**config.mk**
```make
export PLATFORM = sky130hd
export DESIGN_NAME = fft_sdf_sequencer
export DESIGN_NICKNAME = d
export VERILOG_FILES = /design/src/rtl/fft_sdf_sequencer.sv
export SDC_FILE = /design/constraint.sdc
export NUM_CORES = 1
export LEC_CHECK = 0
export CORE_UTILIZATION = 55
export DETAILED_ROUTE_END_ITERATION = 7
export GPL_TIMING_DRIVEN = 0
export PLACE_DENSITY = 0.78
export SLEW_MARGIN = 20
export SYNTH_ARGS = -nofsm -noshare
export SYNTH_HDL_FRONTEND = slang
export SYNTH_SLANG_ARGS = --single-unit
```
**constraint.sdc**
```tcl
create_clock -name clk -period 2 [get_ports clk]
set_input_delay 0.4 -clock clk [delete_from_list [all_inputs] [get_ports clk]]
set_output_delay 0.4 -clock clk [all_outputs]
set_load 0.1 [all_outputs]
```
**src/rtl/fft_sdf_sequencer.sv**
```systemverilog
// fft_sdf_sequencer
//
// Central timing controller for a radix-2 single-path delay-feedback FFT.
// A single valid-bit shift register models the whole pipeline: every
// per-stage feedback delay and every inter-stage register. Each stage's
// input and output valid bits are fixed taps on that register. Counters on
// those taps derive the per-stage butterfly phase, the twiddle enable and
// the twiddle exponent. An output counter produces the bit-reversed bin
// index and the frame-done pulse.
//
// Ports:
//   clk            clock, all state on the rising edge
//   rst_n          asynchronous active-low reset
//   in_valid       one input sample per cycle while high
//   stage_bf       bit k: stage k is in its butterfly (add/sub) phase
//   stage_tw_en    bit k: stage k output must be multiplied by its twiddle
//   stage_tw_addr  field k (LOG2N-1 bits): twiddle exponent for stage k
//   out_valid      FFT output sample valid
//   out_idx        frequency bin of the current output (bit-reversed order)
//   frame_done     one-cycle pulse on the last output sample of a frame
//   busy           any sample is still in flight
//   in_err         sticky flag: in_valid dropped in the middle of a frame

module fft_sdf_sequencer #(
    parameter int LOG2N = 7,
    parameter int PIPE  = 1
) (
    input  logic                           clk,
    input  logic                           rst_n,
    input  logic                           in_valid,
    output logic [LOG2N-1:0]               stage_bf,
    output logic [LOG2N-1:0]               stage_tw_en,
    output logic [LOG2N*(LOG2N-1)-1:0]     stage_tw_addr,
    output logic                           out_valid,
    output logic [LOG2N-1:0]               out_idx,
    output logic                           frame_done,
    output logic                           busy,
    output logic                           in_err
);

    localparam int N   = 1 << LOG2N;
    localparam int TAW = LOG2N - 1;
    // Total delay from in_valid to out_valid: sum of 2^(LOG2N-1-k) over all
    // stages, plus PIPE registers after each stage.
    localparam int TOT = N - 1 + LOG2N * PIPE;

    // Twiddle exponent for stage k: (m mod D_k) scaled by 2^k so that each
    // stage indexes the same N-point twiddle ROM.
    function automatic logic [TAW-1:0] tw_exp(input logic [LOG2N-1:0] m, input int k);
        logic [LOG2N-1:0] mask;
        mask = (LOG2N'(1) << (LOG2N - 1 - k)) - LOG2N'(1);
        return TAW'((m & mask) << k);
    endfunction

    // Gating with rst_n makes every output drop to 0 as soon as reset
    // asserts, even if the source keeps in_valid high.
    logic iv0;
    assign iv0 = in_valid & rst_n;

    logic [TOT-1:0]   sr_q, sr_d;
    logic [LOG2N-1:0] q_q, q_d;
    logic             in_err_q, in_err_d;
    logic             n0_nz;
    logic [LOG2N-1:0] q_rev;

    always_comb begin
        sr_d     = {sr_q[TOT-2:0], iv0};
        q_d      = q_q + {{TAW{1'b0}}, out_valid};
        in_err_d = in_err_q | (~iv0 & n0_nz);
    end

    always_ff @(posedge clk or negedge rst_n) begin
        if (!rst_n) begin
            sr_q     <= '0;
            q_q      <= '0;
            in_err_q <= 1'b0;
        end else begin
            sr_q     <= sr_d;
            q_q      <= q_d;
            in_err_q <= in_err_d;
        end
    end

    genvar k;
    generate
        for (k = 0; k < LOG2N; k++) begin : g_stage
            // ov_k sits at cumulative delay 2^LOG2N - D_k + k*PIPE.
            localparam int OV_TAP = N - (1 << (LOG2N - 1 - k)) + k * PIPE - 1;

            logic             iv_k, ov_k;
            logic [LOG2N-1:0] n_q, n_d, m_q, m_d;

            if (k == 0) begin : g_first
                assign iv_k  = iv0;
                assign n0_nz = |n_q;
            end else begin : g_rest
                // iv_k sits at ov_(k-1)'s delay plus PIPE.
                localparam int IV_TAP = N - (1 << (LOG2N - k)) + k * PIPE - 1;
                assign iv_k = sr_q[IV_TAP];
            end
            assign ov_k = sr_q[OV_TAP];

            always_comb begin
                n_d = n_q + {{TAW{1'b0}}, iv_k};
                m_d = m_q + {{TAW{1'b0}}, ov_k};
            end

            always_ff @(posedge clk or negedge rst_n) begin
                if (!rst_n) begin
                    n_q <= '0;
                    m_q <= '0;
                end else begin
                    n_q <= n_d;
                    m_q <= m_d;
                end
            end

            // The second half of each 2*D_k block is the butterfly phase on
            // the input side and the difference-term phase on the output side.
            assign stage_bf[k]                = iv_k & n_q[LOG2N-1-k];
            assign stage_tw_en[k]             = ov_k & m_q[LOG2N-1-k];
            assign stage_tw_addr[k*TAW +: TAW] = stage_tw_en[k] ? tw_exp(m_q, k) : '0;
        end

        for (k = 0; k < LOG2N; k++) begin : g_rev
            assign q_rev[k] = q_q[LOG2N-1-k];
        end
    endgenerate

    assign out_valid  = sr_q[TOT-1];
    assign out_idx    = out_valid ? q_rev : '0;
    assign frame_done = out_valid & (&q_q);
    assign busy       = iv0 | (|sr_q);
    assign in_err     = in_err_q;

endmodule

```
==> metrics.cfg <==
[outcome]
status=complete, but fails checks
violations=setup timing

[placed_design]
io_buffers=48
place_inst=617
gp_congestion=0.729
post-dp-hpwl_mm=6.93

[floorplan]
coreArea_sq_um=11500
die_area_sq_um=12200
die_w_um=111
num_rows=39
start_util=0.566
ios=70
die_height_um=111

[yosys]
syn-cell-area_sq_um=6490
synth_cell_types=18
synth_warnings=0
syn_area_per_cell_sq_um=16.1
yosysSeqAreaShare=0.764
synthCells=404
yosysTopAreaCell=dfrtp_1
ys_ff_latch=198
synth_top_area_share=0.764
yosys-top-cells-area=dfrtp_1 76%, ha_1 5.0%, nor4_1 3.3%

[grt]
gr-total-overflow=0
grt_start_max_net_pins=91
grt_util_all_layers=0.208
grt_pass1_vias=3733
antenna_found_initial=1
grt_pass1_wl_mm=19.2

[pwr]
powerDensity_nw_per_um2=1020
p_leak_uw=0.00432
switching_share=0.223
ir_worst_vdd_v=0.000787
p_sw_uw=1790
pwr-share-comb=0.053
seq_power_share=0.525
power_uw=8040
p_int_uw=6250
power_frac_clock=0.422

[worst_setup_path]
slowest_stage=dfrtp_1
critPathMaxStageDelay_ps=460
r2r_end=g_stage[0].m_q[6]
required_ps=1600
crit_start=sr_q[113]
criticalPathCategory=flip-flop to primary output
crit_arrival_ps=2050
cp_top_family=simple AND/OR/NAND/NOR gates
rr_worst_depth=6
worstSetupStartpointType=flip-flop
cp_max_fo=8
critPathMostFrequentCell=nand4_1
reg2reg_slack_ps=490
end_kind=primary output
worstPathCellList=nor4_2 -> nand4_1 -> nor3_2 -> nand4_1 -> buf_8
crit_buf_inv=1
r2r_start=sr_q[63]

[sta]
worst_pin_slew_ps=547
relSlewSlack=0.637
period_minus_slack_ps=2450
finClkSkew_ps=10.8
rsz0062_at_grt=true
hold_violations=0
worst_slack_ps=-449
fin_setup_tns_ps=-562
setup_violations=2
period_share=1.22
maxClockFrequency_ghz=0.408
maxSlewViolCount=0

[min_path]
min_from=sr_q[57]
hp-class=flip-flop to flip-flop
hold_end=sr_q[58]
hold_path_depth=0

[routing]
drc_errors=0
drt_iter0_markers=147
ant_nets=0
drt-wirelength-per-cell_um=17.6
routed_wl_mm=11.5
vias=3462
dr.pass1.iters=6
viasPerCell=5.28

[final_layout]
regArea_sq_um=4960
final_core_util=0.691
drive_above_1_share=0.246
stdcell_count=656
area_growth_pct=22.1
nFillCells=747
fin_nets=529
multi_input_area_sq_um=1580
diodes=0

[clock_network]
cts_tree=yes
clock_sinks=198
cts_max_level=4
cts_buffers=17
cts_buffer_depth=2
clockRootBuffer=clkbuf_16
clk_pin_slew_worst_paths_ps=70
worstSkewPairLatency_ps=420

[flow_run]
maxCapViolCount=0

-- layout make-up --
class | instances | area share
plain buffers | 21 | 0.0199
clock buffers | 22 | 0.0586
clock inverters | 10 | 0.0161
multi-input cells | 205 | 0.199
flip-flops and latches | 198 | 0.627
well taps | 143 | 0.0226
repair buffers | 57 | 0.0573
-- power by group through the flow --
stage	clock network, uW	registers, uW	logic, uW
after floorplan	0	4260	293
after global placement	0	4280	384
after detailed placement	0	4280	410
after CTS	3480	4220	433
after global routing	3640	4230	465
final	3400	4220	428
-- synthesized netlist by cell type, drive strengths merged --
library cell / instances
and4: 1
buf: 21
xnor2: 20
nand4: 8
nand3: 20
xor2: 17
conb: 1
nand2: 4
and2: 18
nor4: 35
and3: 27
nor2: 4
nor3: 1
ha: 26
o21bai: 1
dfrtp: 198
or4: 2
-- metrics by stage --
step / area, sq um / setup WS, ps / hold slack (ps)
floorplan: 6570 / -369 / 104
global placement: 7230 / -8170 / 358
detailed placement: 7290 / -933 / 301
CTS: 7890 / -470 / 351
global route: 7920 / -509 / 353
finish: 7920 / -449 / 367
-- cells by family (layout without fill, tap and decap cells) --
family,Yosys count,after routing,synth area share
xor+xnor,37,37,0.0499
compound gates,1,1,0.00116
simple gates,120,120,0.110
flops,198,198,0.764
other cells,1,21,0.000578
buf+inv,21,110,0.0243
fa+ha+maj,26,26,0.0501
-- registers in the layout, summed over array words and instances, names as in the netlist --
signal	cells
sr_q	134
g_stage.m_q	28
g_stage.n_q	28
q_q	7
in_err	1
-- placed cells by master (no fill, tap or decap), types with 3 or more instances in the layout --
master           instances
dfrtp_1                193
buf_2                   33
buf_4                   27
ha_1                    26
and3_1                  25
nor4_1                  21
conb_1                  21
nand3_1                 20
xnor2_1                 20
and2_1                  17
xor2_1                  17
clkbuf_16               17
nor4_2                  11
nand4_1                  8
clkinv_2                 6
nand2_1                  4
nor2_1                   4
dfrtp_2                  4
nor4_4                   3
bufinv_16                3
clkbuf_1                 3
clkdlybuf4s15_2          3
buf_6                    3
-- metal layers --
layer	global-route usage	share of wire	up-vias	wire length, um
li1	-	-	1561	-
met1	0.266	0.42	1807	4900
met2	0.342	0.52	78	5990
met3	0.0587	0.038	16	435
met4	0.0764	0.019	0	222
met5	0	0	-	0
-- worst register-to-register path: cells and delay by family (launching register included) --
kind | cells | cell delay [ps]
AND/OR/NAND/NOR | 2 | 210
XOR/XNOR | 1 | 140
flip-flops | 1 | 420
adder cells (fa/ha/maj) | 2 | 460
buffers and inverters | 1 | 180
-- worst max-delay path by stage --
stage                     slack [ps]  cells past startpoint        end
after floorplan                 -370                      4       busy
after global placement         -8170                      1  sr_q[133]
after detailed placement        -930                      5       busy
after CTS                       -470                      5       busy
after global routing            -510                      5       busy
final                           -450                      5       busy
-- repair_timing --
item                       CTS  global route
hold buffers                 3             0
gates resized for setup    232            35
hold endpoints to repair    40             0
setup endpoints to repair   46            13
buffers inserted             1             3
pin swaps                    3             7
Note: power is estimated with default switching activity, not from simulation.
